==> src/rtl/shift_reg_univ.sv <==
// Universal shift register: shift/rotate/arithmetic-shift/load/clear/hold with
// built-in serial-to-parallel framing (word + one-cycle word_valid).
module shift_reg_univ #(
  parameter int WIDTH = 8
) (
  input  logic                   clk,
  input  logic                   rst,
  input  logic                   en,
  input  logic [2:0]             mode,
  input  logic                   sin,
  input  logic [WIDTH-1:0]       pin,
  output logic [WIDTH-1:0]       out,
  output logic                   sout_l,
  output logic                   sout_r,
  output logic [WIDTH-1:0]       word,
  output logic                   word_valid,
  output logic [$clog2(WIDTH):0] bit_cnt
);

  localparam int CW = $clog2(WIDTH) + 1;
  localparam logic [CW-1:0] LAST = CW'(WIDTH - 1);

  typedef enum logic [2:0] {
    M_HOLD = 3'b000,
    M_SHL  = 3'b001,
    M_SHR  = 3'b010,
    M_ROL  = 3'b011,
    M_ROR  = 3'b100,
    M_LOAD = 3'b101,
    M_CLR  = 3'b110,
    M_ASR  = 3'b111
  } mode_e;

  logic [WIDTH-1:0] r_out;
  logic [WIDTH-1:0] r_word;
  logic             r_valid;
  logic [CW-1:0]    r_cnt;

  logic [WIDTH-1:0] w_next;
  logic             w_counted;
  logic             w_cnt_clr;

  always_comb begin
    w_next    = r_out;
    w_counted = 1'b0;
    w_cnt_clr = 1'b0;
    case (mode_e'(mode))
      M_SHL:  begin w_next = {r_out[WIDTH-2:0], sin}; w_counted = 1'b1; end
      M_SHR:  begin w_next = {sin, r_out[WIDTH-1:1]}; w_counted = 1'b1; end
      M_ROL:  w_next = {r_out[WIDTH-2:0], r_out[WIDTH-1]};
      M_ROR:  w_next = {r_out[0], r_out[WIDTH-1:1]};
      M_LOAD: begin w_next = pin; w_cnt_clr = 1'b1; end
      M_CLR:  begin w_next = '0; w_cnt_clr = 1'b1; end
      M_ASR:  w_next = {r_out[WIDTH-1], r_out[WIDTH-1:1]};
      default: w_next = r_out;
    endcase
  end

  // Load/clear take priority over frame completion, so a frame ending on the
  // same edge as a load is silently dropped.
  always_ff @(posedge clk or negedge rst) begin
    if (!rst) begin
      r_out   <= '0;
      r_word  <= '0;
      r_valid <= 1'b0;
      r_cnt   <= '0;
    end else if (en) begin
      r_out   <= w_next;
      r_valid <= 1'b0;
      if (w_cnt_clr) begin
        r_cnt <= '0;
      end else if (w_counted) begin
        if (r_cnt == LAST) begin
          r_cnt   <= '0;
          r_word  <= w_next;
          r_valid <= 1'b1;
        end else begin
          r_cnt <= r_cnt + 1'b1;
        end
      end
    end else begin
      r_valid <= 1'b0;
    end
  end

  assign out        = r_out;
  assign sout_l     = r_out[WIDTH-1];
  assign sout_r     = r_out[0];
  assign word       = r_word;
  assign word_valid = r_valid;
  assign bit_cnt    = r_cnt;

endmodule

==> config.mk <==
export PLATFORM = sky130hd
export DESIGN_NAME = shift_reg_univ
export DESIGN_NICKNAME = d
export VERILOG_FILES = /design/src/rtl/shift_reg_univ.sv
export SDC_FILE = /design/constraint.sdc
export NUM_CORES = 1
export LEC_CHECK = 0
export CAP_MARGIN = 10
export CORE_MARGIN = 2
export CORE_UTILIZATION = 25
export DETAILED_ROUTE_END_ITERATION = 10
export HOLD_SLACK_MARGIN = 0.12
export PLACE_DENSITY = 0.45
export REMOVE_ABC_BUFFERS = 1
export SYNTH_ARGS = -nofsm -noshare
export SYNTH_HDL_FRONTEND = slang
export SYNTH_SLANG_ARGS = --single-unit
==> constraint.sdc <==
create_clock -name clk -period 1.7 [get_ports clk]
set_clock_uncertainty 0.15 [all_clocks]
set_input_delay 0.17 -clock clk [delete_from_list [all_inputs] [get_ports clk]]
set_output_delay 0.17 -clock clk [all_outputs]
set_load 0.02 [all_outputs]
# Word level (Yosys, flattened, before mapping)

Index checks and enable logic that the tools add are counted.

$add $sub $neg: 1
Eq/ne operators: 8
Mux-type cells: 10
Bitwise gates (word level): 1
Reduce and logical (&&, ||, !) cells: 5

Operators with widths:

| operator              | count |
|---|---|
| $pmux W8 S7           | 1 |
| $eq A3 B3 Y1 const B  | 4 |
| $mux W4               | 3 |
| $eq A3 B2 Y1 const B  | 2 |
| $mux W1               | 6 |
| $add A4 B1 Y4 const B | 1 |
| $eq A4 B3 Y1 const B  | 1 |
| $reduce_and A4 Y1     | 1 |
| $reduce_or A2 Y1      | 2 |
| $eq A3 B1 Y1 const B  | 1 |
| $reduce_and A2 Y1     | 1 |
| $reduce_bool A2 Y1    | 1 |
| $not A1 Y1            | 1 |

Flip-flop bits (word level): 21
Input port bits: 15
Word-level logic and storage cells: 29

# Logic depth before layout (Yosys ltp)

Depth in word-level cells: 6
Mapped depth: 6
Mapped depth without buffers: 4

# Least setup slack after synthesis

No wires, ideal clock.

Kind: flip-flop to flip-flop
From: reg r_cnt[0] (netlist: bit_cnt[0])
To: reg r_word[0] (netlist: word[0])
Setup time: 0.125 ns
Data arrival time: 1.610 ns
Path slack: -0.185 ns
Stages on the path, launching flop included: 6
Path buffers: 1
Period minus slack after synthesis: 1.885 ns
Cells stage by stage: dfrtp_1 > ha_1 > nand3b_1 > or3_1 > buf_6 > mux2_4

Word-level cells in the longest chain between the ends: 2

Ends and longest elaborated chain:

| item                               | line | source |
|---|---|---|
| start, declared                    | 37   | `logic [CW-1:0] r_cnt;` |
| start signal, assigned             | 78   | `r_cnt <= r_cnt + 1'b1;` |
| $eq A4 B3 Y1                       | 73   | `if (r_cnt == LAST) begin` |
| $reduce_and A4 Y1 (no source line) | --   |  |
| end signal, assigned               | 75   | `r_word <= w_next;` |
| end, declared                      | 35   | `logic [WIDTH-1:0] r_word;` |

No other way between the ends.
A chain may end at the register's enable or synchronous reset.

# Final worst setup path

From: in mode[1]
To: reg r_word[2] (netlist: word[2])

Word-level cells in the longest chain between the ends: 5
Elaborated cells on any way between the ends: 14

Ends and longest elaborated chain:

| item                               | line | source |
|---|---|---|
| start, declared                    | 9    | `input logic [2:0] mode,` |
| $eq A3 B3 Y1                       | 47   | `case (mode_e'(mode))` |
| $reduce_or A2 Y1 (no source line)  | --   |  |
| $mux W1                            | 47   |  |
| $not A1 Y1 (no source line)        | --   |  |
| $reduce_and A4 Y1 (no source line) | --   |  |

Several ways; a longest one is shown, not always the timed one.

==> summary.md <==
| Metric | Value |
|---|---|
| Setup TNS | `-0.1039 ns` |
| Layout Cells excl Fill | `roughly 260` |
| Die height | `between 70 and 80 um` |
| WP depth | `5` |
| Clk Latency, worst-skew pair | `0.26 ns` |
| Pre-antenna DRT Iters | `4` |
| Post-Syn Area | `1301 um2` |
| Most frequent cell after synthesis | `dfrtp_1` |
| Worst Path Arrival | `1.73 ns` |
| Max cap viols | `0` |
| GRT overflow | `0` |
| Initial DRC count | `between 60 and 70` |
| Worst slew pin tran | `approximately 0.29 ns` |
| Pwr dens | `~910 nW/um2` |
| Final Net Count | `between 200 and 250` |
| Peak supply drop | `roughly 0.32 mV` |
| Worst Path Max Fanout | `6` |
| Root buf cell | `clkbuf_8` |
| DR WL/cell | `approximately 14 um` |
| Top cells by count, synth | `dfrtp_1 (21), inv_1 (12), o21ai_0 (12)` |
| Status | `complete, but fails checks` |
| Die W | `about 76 um` |
| Synth area leaders | `dfrtp_1 (40%), mux2i_1 (6.9%), nor2b_1 (4.8%), o21ai_0 (4.6%), inv_1 (3.5%)` |
| Final setup fails | `7` |
| Critical path, cell by cell | `clkdlybuf4s50_1, xor2_2, nand2_2, or3_4, mux2_4` |
| Yosys reg bits | `21` |
| Yosys top cell area share | `approximately two fifths` |
| Minimum clock period | `1.732 ns` |
| Inst Count DP | `252` |
| DRT antenna net count | `0` |
| Cell variety after synth | `34` |
| Starting density of the core | `roughly a quarter` |
| Row Count | `26` |
| Synth-to-layout area growth | `48.17%` |
| Vias in the first global route | `~1,200` |
| Placer Congestion | `between 0.7 and 0.8` |
| IO Port Bufs | `37` |
| Capture point of the worst path | `word[2]` |
| CP delay by family, top | `buffers and inverters` |
| Synth Flop Type | `dfrtp_1` |
| RSZ-0062 raised after global routing | `yes` |
| Power, Total | `~1800 uW` |
| Hold depth | `1` |
| GRT Resource Usage Total | `about 13%` |
| Worst-path clk slew | `roughly 0.070 ns` |
| R2r startpoint | `bit_cnt[1]` |
| Core box area | `5075 um2` |
| Slew Limit Fails | `0` |
| Largest net degree at the start of global routing | `22` |
| CTS tree | `yes` |
| Area leader, netlist | `dfrtp_1` |
| WL final | `3710 um` |
| R2r setup slk | `0 ns` |
| Syn Inst Count | `140` |
| Die area | `5798 um2` |
| Seq/Total Area, Yosys | `between 40 and 50%` |
| Io pins | `38` |
| Failing checks | `setup timing` |
| H-tree depth | `1` |
| Share of cells above drive strength 1 | `15.96%` |
| WP data required | `1.69 ns` |
| Initial antenna violation count | `0` |
| Syn avg cell area | `9.295 um2` |
| Worst Setup SP | `mode[1]` |
| Clk buf depth | `2` |
| Worst Setup Path Type | `in2reg` |
| First-pass GRT wire length | `just over 6000 um` |
| CP Capture Type | `register` |
| Synthesis Warnings | `0` |
| Worst-case reg-to-reg path depth | `4` |
| Slowest cell on crit path | `clkdlybuf4s50_1` |
| Achievable clock frequency | `577.4 MHz` |
| WP buf/inv | `1` |
| Post-Place Worst Slack | `-0.3822 ns` |
| Fin crit share | `101.9%` |
| CTS buffer count | `3` |
| Reg2Reg Capture Point | `word[2]` |
| Antenna Cells | `0` |
| CTS sink cnt | `21` |
| Max transition margin | `approximately 80%` |
| Slowest stage delay, CP | `between 0.5 and 0.6 ns` |
| Fin worst setup slack | `-0.03179 ns` |
| Dpl hpwl | `2738 um` |
| Fill cells | `538` |
| Post-synth EDFFs | `0` |
| FFs w/ async S/R, synth | `100.0%` |
| Hold Vio Cnt, Final | `0` |
| DR DRC count | `0` |
| CP Launch Type | `input port` |
| Min-delay worst type | `reg2reg` |
| Via density | `about 4.6` |
| DR vias | `1,187` |
| Leakage | `around 0.00093 uW` |
through the flow:
step	utilization (%)	hold WS (ns)	cell area, um2
after floorplan	-	-0.2756	1239
after global placement	35.95	0.3508	1824
after detailed placement	35.95	0.3531	1824
after CTS	37.55	0.3705	1906
after global routing	37.99	0.4001	1928
final	37.99	0.3621	1928
flip-flops by register name (all words and copies together) (netlist names):
signal / cells
out: 8
bit_cnt: 4
word: 8
word_valid: 1
report_power, final:
group | internal (uW) | switching [uW]
sequential | 592 | 97.9
combinational | 377 | 359
clock | 167 | 158
total | 1140 | 615
kinds of logic after synthesis:
family | Yosys count | synth area share [%]
muxes | 14 | 12.12
DFF | 21 | 40.38
adders and majority gates | 2 | 1.731
AOI/OAI and AO/OA | 44 | 22.88
xor gates and xnor gates | 1 | 0.6732
and+or+nand+nor | 34 | 13.94
buffers and inverters | 24 | 8.268
cells in the final DEF (no fill, tap or decap), types with 6 or more instances in the layout:
master	synthesis	final
clkdlybuf4s50_1	0	26
o21ai_0	12	12
mux2i_1	9	9
dfrtp_1	21	21
nand2_1	9	9
buf_4	2	17
dlymetal6s2s_1	0	6
inv_1	12	12
o22ai_1	7	7
nor2b_1	10	10
how the worst min path moves through the flow:
stage            start    endpoint
3_5_place_dp   word[2]     word[2]
2_1_floorplan      rst  bit_cnt[0]
6_report       word[0]     word[0]
4_1_cts        word[2]     word[2]
3_3_place_gp   word[0]     word[0]
5_1_grt        word[1]     word[1]
layer usage:
layer	up-vias	wire length, um	GRT usage [%]
li1	599	-	-
met4	0	53	4.364
met2	23	1828	23.48
met3	4	106	2.251
met5	-	0	0
met1	561	1721	17.01
layout make-up:
class / instances / area [um2] / area share [%]
Tap cell: 70 / 87.58 / 4.543
Timing Repair Buffer: 56 / 531.8 / 27.58
Inverter: 12 / 45.04 / 2.336
Multi-Input combinational cell: 95 / 693.2 / 35.95
Sequential cell: 21 / 525.5 / 27.26
Clock buffer: 4 / 45.04 / 2.336
repair_timing:
| item | in CTS | in global routing |
|---|---|---|
| hold endpoints to repair | 21 | 0 |
| resized for setup | 9 | 8 |
| gates cloned | 0 | 0 |
| endpoints found under the setup margin | 11 | 18 |
| pin swaps | 4 | 0 |
| hold buffers | 1 | 0 |
| setup buffers | 1 | 0 |
No activity file was read; power rests on OpenSTA's default activity.
==> variant 1: new RTL, config.mk and constraints unchanged <==
Change the parameter `WIDTH` from 8 to 16.
--- a/src/rtl/shift_reg_univ.sv
+++ b/src/rtl/shift_reg_univ.sv
@@ -1,7 +1,7 @@
 // Universal shift register: shift/rotate/arithmetic-shift/load/clear/hold with
 // built-in serial-to-parallel framing (word + one-cycle word_valid).
 module shift_reg_univ #(
-  parameter int WIDTH = 8
+  parameter int WIDTH = 16
 ) (
   input  logic                   clk,
   input  logic                   rst,
Ports: changed (resized bit_cnt, out, pin and word); port bits go from 38 to 63. The function was not compared with the original's and may differ.
==> variant 1 against the original RTL <==
Combinational power grew 62%. Routed wire length up 100%. Total power increased by 82%. Clock power grew 140%. Synthesized cell count grew 73%. Sequential power grew 75%. Synthesized area grew 78%. Critical path type is now register to register. Sequential cell count up 17. Worst setup slack improved by 2.3 ps. Fmax rose by 0.13%. Critical path depth is 2 higher. Final area is 83% higher. The run still ends with negative setup slack left.
==> variant 1: results <==
[worst_setup_path]
cp.arrival_ps = 1810
path_delay_family = "simple AND/OR/NAND/NOR gates"
cp_max_fo = 5
cp_slowest_stage_delay_ps = 400
ff2ff_path_depth = 7
crit_slowest_cell = "dfrtp_1"

[clocking]
clk_latency_ps = 290
cts_max_level = 2
cts_buffers = 5

[power_and_ir_drop]
irDropWorstVdd_uv = 323
p_leak_uw = 0.00150
swShare_pct = 35.0

[place]
gp_congestion = 0.767
placed_area_mm2 = 0.00325
io_buffer_count = 62
dp_hpwl_um = 5010

[finish]
nFillCells = 932
antennaDiodeCount = 0
layout.nets = 354
drive_gt1_share_pct = 24.8

[route]
routed_wl_um = 7570
drtPass1Iterations = 4
drtIter0Drc = 90
viasPerCell = 5.14

[global_routing]
grt_max_degree = 39
track_usage_pct = 14.4
grt_pass1_vias = 2177
antenna_found_initial = 0
grt_pass1_wl_um = 11600

[sta]
tightest_slew_ps = 476
setup_slack_ps = -29.5
setup_viol = 9
setup_tns_ps = -113

[yosys]
synth_area_leaders = "dfrtp_1, a21oi_2, o2bb2ai_1"
ys_seq_area_share_pct = 40.9
ys_types = 44
ys_top_cells_by_count = "dfrtp_1, nor2_1, o21ai_0"
async_flop_share_pct = 100

[run_status]
violations = "negative setup slack"
status = "finished with violations"

[worst_hold_path]
hp-class = "input pin to async pin"
[variant 1: cell types whose count changed after synthesis, sizes merged, moves of 7 or more]
cell | before | now
nor2 | 2 | 30
o2bb2ai | 1 | 14
dfrtp | 21 | 38
a211oi | 4 | 12
o221ai | 4 | 12
buf | 6 | 19
mux2i | 9 | 2
a21oi | 4 | 21
inv | 12 | 3
[variant 1: area by class of cell]
| type | instances | share of cell area [%] |
|---|---|---|
| tap | 111 | 3.94 |
| multi-input combinational | 176 | 36.0 |
| sequential | 38 | 27.0 |
| timing repair buffer | 105 | 29.6 |
| inverter | 4 | 0.426 |
| clock buffer | 5 | 1.95 |
| clock inverter | 3 | 1.14 |
[variant 1: final timing paths]
check                      startpoint          to  slack [ps]
min                               rst    word[12]         220
min in group clk              word[6]     word[6]         370
max                        bit_cnt[1]     word[9]         -30
max in group asynchronous         rst  bit_cnt[4]         700
min reg2reg                   word[6]     word[6]         370
max reg2reg                bit_cnt[1]     word[9]         -30
[variant 1: power by group through the flow]
stage | Sequential (uW) | Clock (uW) | Combinational [uW]
after CTS | 1200 | 810 | 1160
after floorplan | 1390 | 0 | 376
after global placement | 1220 | 0 | 1200
after global routing | 1240 | 843 | 1290
after detailed placement | 1220 | 0 | 1210
final | 1210 | 780 | 1190
[variant 1: kinds of logic after synthesis]
family	Yosys count	synth area share (%)
fa+ha+maj	1	0.539
buf+inv	28	7.11
flops	38	40.9
mux	5	2.32
compound gates	103	33.7
simple gates	65	14.6
xor+xnor	2	0.754
[variant 1: stage by stage]
step	total power, uW	std cells	utilization [%]	setup slack [ps]
4_1_cts	3170	436	36.7	1.33
5_1_grt	3380	442	38.7	-102
3_3_place_gp	2420	427	35.6	-318
6_report	3180	442	38.7	-29.5
3_5_place_dp	2430	427	35.6	-307
2_1_floorplan	1760	218	-	-850
[variant 1: timing repair]
item                                   4_1_cts  5_1_grt
cloned                                       0        3
setup endpoints to repair                   22       24
pin swaps                                    0        2
resized for setup                           20       21
endpoints found under the hold margin       38        0
hold buffers                                 1        0
setup buffers                                0        3
[variant 1: metal layers]
| metal | share of wire [%] | global-route usage, % | up-vias | wire length, um |
|---|---|---|---|---|
| li1 | - | - | 1088 | - |
| met1 | 50 | 21.3 | 1114 | 3780 |
| met2 | 45 | 21.8 | 67 | 3410 |
| met3 | 4.3 | 2.30 | 4 | 324 |
| met4 | 0.75 | 3.48 | 0 | 57 |
| met5 | 0 | 0 | - | 0 |
[variant 1: worst register-to-register path, delay by kind of cell (launching register included)]
kind / cells / cell delay [ps]
flip-flops: 1 / 400
AO/OA/AOI/OAI: 1 / 100
AND/OR/NAND/NOR: 3 / 460
buffers and inverters: 2 / 380
adder cells (fa/ha/maj): 1 / 170
==> variant 2: new RTL, config.mk and constraints unchanged <==
Made on the original files. Add an input register stage for `en`, `mode`, `sin` and `pin`, with the module's reset; this delays them by one clock.
--- a/src/rtl/shift_reg_univ.sv
+++ b/src/rtl/shift_reg_univ.sv
@@ -31,6 +31,25 @@
     M_ASR  = 3'b111
   } mode_e;
 
+  logic en_q;
+  logic [2:0] mode_q;
+  logic sin_q;
+  logic [WIDTH-1:0] pin_q;
+
+  always_ff @(posedge clk or negedge rst) begin
+    if (!rst) begin
+      en_q   <= '0;
+      mode_q <= '0;
+      sin_q  <= '0;
+      pin_q  <= '0;
+    end else begin
+      en_q   <= en;
+      mode_q <= mode;
+      sin_q  <= sin;
+      pin_q  <= pin;
+    end
+  end
+
   logic [WIDTH-1:0] r_out;
   logic [WIDTH-1:0] r_word;
   logic             r_valid;
@@ -44,12 +63,12 @@
     w_next    = r_out;
     w_counted = 1'b0;
     w_cnt_clr = 1'b0;
-    case (mode_e'(mode))
-      M_SHL:  begin w_next = {r_out[WIDTH-2:0], sin}; w_counted = 1'b1; end
-      M_SHR:  begin w_next = {sin, r_out[WIDTH-1:1]}; w_counted = 1'b1; end
+    case (mode_e'(mode_q))
+      M_SHL:  begin w_next = {r_out[WIDTH-2:0], sin_q}; w_counted = 1'b1; end
+      M_SHR:  begin w_next = {sin_q, r_out[WIDTH-1:1]}; w_counted = 1'b1; end
       M_ROL:  w_next = {r_out[WIDTH-2:0], r_out[WIDTH-1]};
       M_ROR:  w_next = {r_out[0], r_out[WIDTH-1:1]};
-      M_LOAD: begin w_next = pin; w_cnt_clr = 1'b1; end
+      M_LOAD: begin w_next = pin_q; w_cnt_clr = 1'b1; end
       M_CLR:  begin w_next = '0; w_cnt_clr = 1'b1; end
       M_ASR:  w_next = {r_out[WIDTH-1], r_out[WIDTH-1:1]};
       default: w_next = r_out;
@@ -64,7 +83,7 @@
       r_word  <= '0;
       r_valid <= 1'b0;
       r_cnt   <= '0;
-    end else if (en) begin
+    end else if (en_q) begin
       r_out   <= w_next;
       r_valid <= 1'b0;
       if (w_cnt_clr) begin
Behaviour: not the same (Yosys sat finds a counterexample within 4 cycles, from zero or initial values and one cycle with rst low).
==> variant 2 against the original RTL <==
Sequential cell count rose by 13. Sequential power rose by 48%. Worst setup slack improved by 110 ps. Synthesized area rose by 19%. Total power rose by 49%. Routed wire length fell by 5.8%. Final area rose by 17%.
==> variant 2: results <==
[finish]
final-nonclk-buf-share_pct = 21.5
nFillCells = 605
multi_input_area_share_pct = 27.9
comb.multi_input.count = 89
clockNetworkAreaShare_pct = 6.33
drive_gt1_share_pct = 15.5
buffers_excl_clock = 50
layout.nets = 208
clkbuf_count = 6

[yosys]
ys_seq_elements = 34
yosys.area_share.xor_xnor_pct = 1.05
synth_fa_ha_area_share_pct = 4.70
ys_types = 31
yosys-mux-area-fraction_pct = 7.13

[place]
gp_congestion = 0.783
place_worst_setup_slack_ps = -0.0812
dp_hpwl_um = 2570
placed_area_mm2 = 0.00206

[route]
routed_wl_um = 3500
viasPerCell = 4.52

[floorplan]
fp.dieArea_mm2 = 0.00683

[power_and_ir_drop]
power_leader = "sequential cells"
clkPwrFrac_pct = 35.1
powerDensity_mw_per_mm2 = 1150
seqPwrFrac_pct = 39.2

[worst_setup_path]
cp_slowest_stage_delay_ps = 400
ff2ff_path_depth = 5
path_delay_family = "simple AND/OR/NAND/NOR gates"
cp_max_fo = 9
cp.arrival_ps = 1630

[global_routing]
grt_pass1_vias = 1158
grt_pass1_wl_um = 5630
track_usage_pct = 11.2

[clocking]
cts_buffers = 5
clk_latency_ps = 280
cts_setup_buffers = 0

[run_status]
status = "complete, no violations"

[worst_hold_path]
hp-class = "input pin to async pin"

[sta]
slew_headroom_pct = 72.5
==> variant 2: layer usage <==
layer	track usage [%]	vias up	wire length, um
met5	0	-	0
met3	3.59	4	210
met4	4.92	0	50
met1	14.9	576	1660
li1	-	598	-
met2	16.7	33	1580
==> variant 2: through the flow <==
step / cells / setup TNS (ps) / total power [uW]
CTS: 268 / 0 / 2620
floorplan: 135 / -2830 / 1350
global route: 268 / -4.00 / 2760
finish: 268 / 0 / 2600
detailed placement: 260 / -0.0812 / 1720
global placement: 260 / -1.95 / 1710
==> variant 2: worst paths after layout <==
| kind | endpoint | slack [ps] | from |
|---|---|---|---|
| min | bit_cnt[1] | 140 | rst |
| min reg2reg | word[0] | 370 | word[0] |
| min in group clk | mode_q[0] | 170 | mode[0] |
| max reg2reg | word[1] | 80 | bit_cnt[1] |
| max | word[1] | 80 | bit_cnt[1] |
| max in group asynchronous | mode_q[0] | 940 | rst |
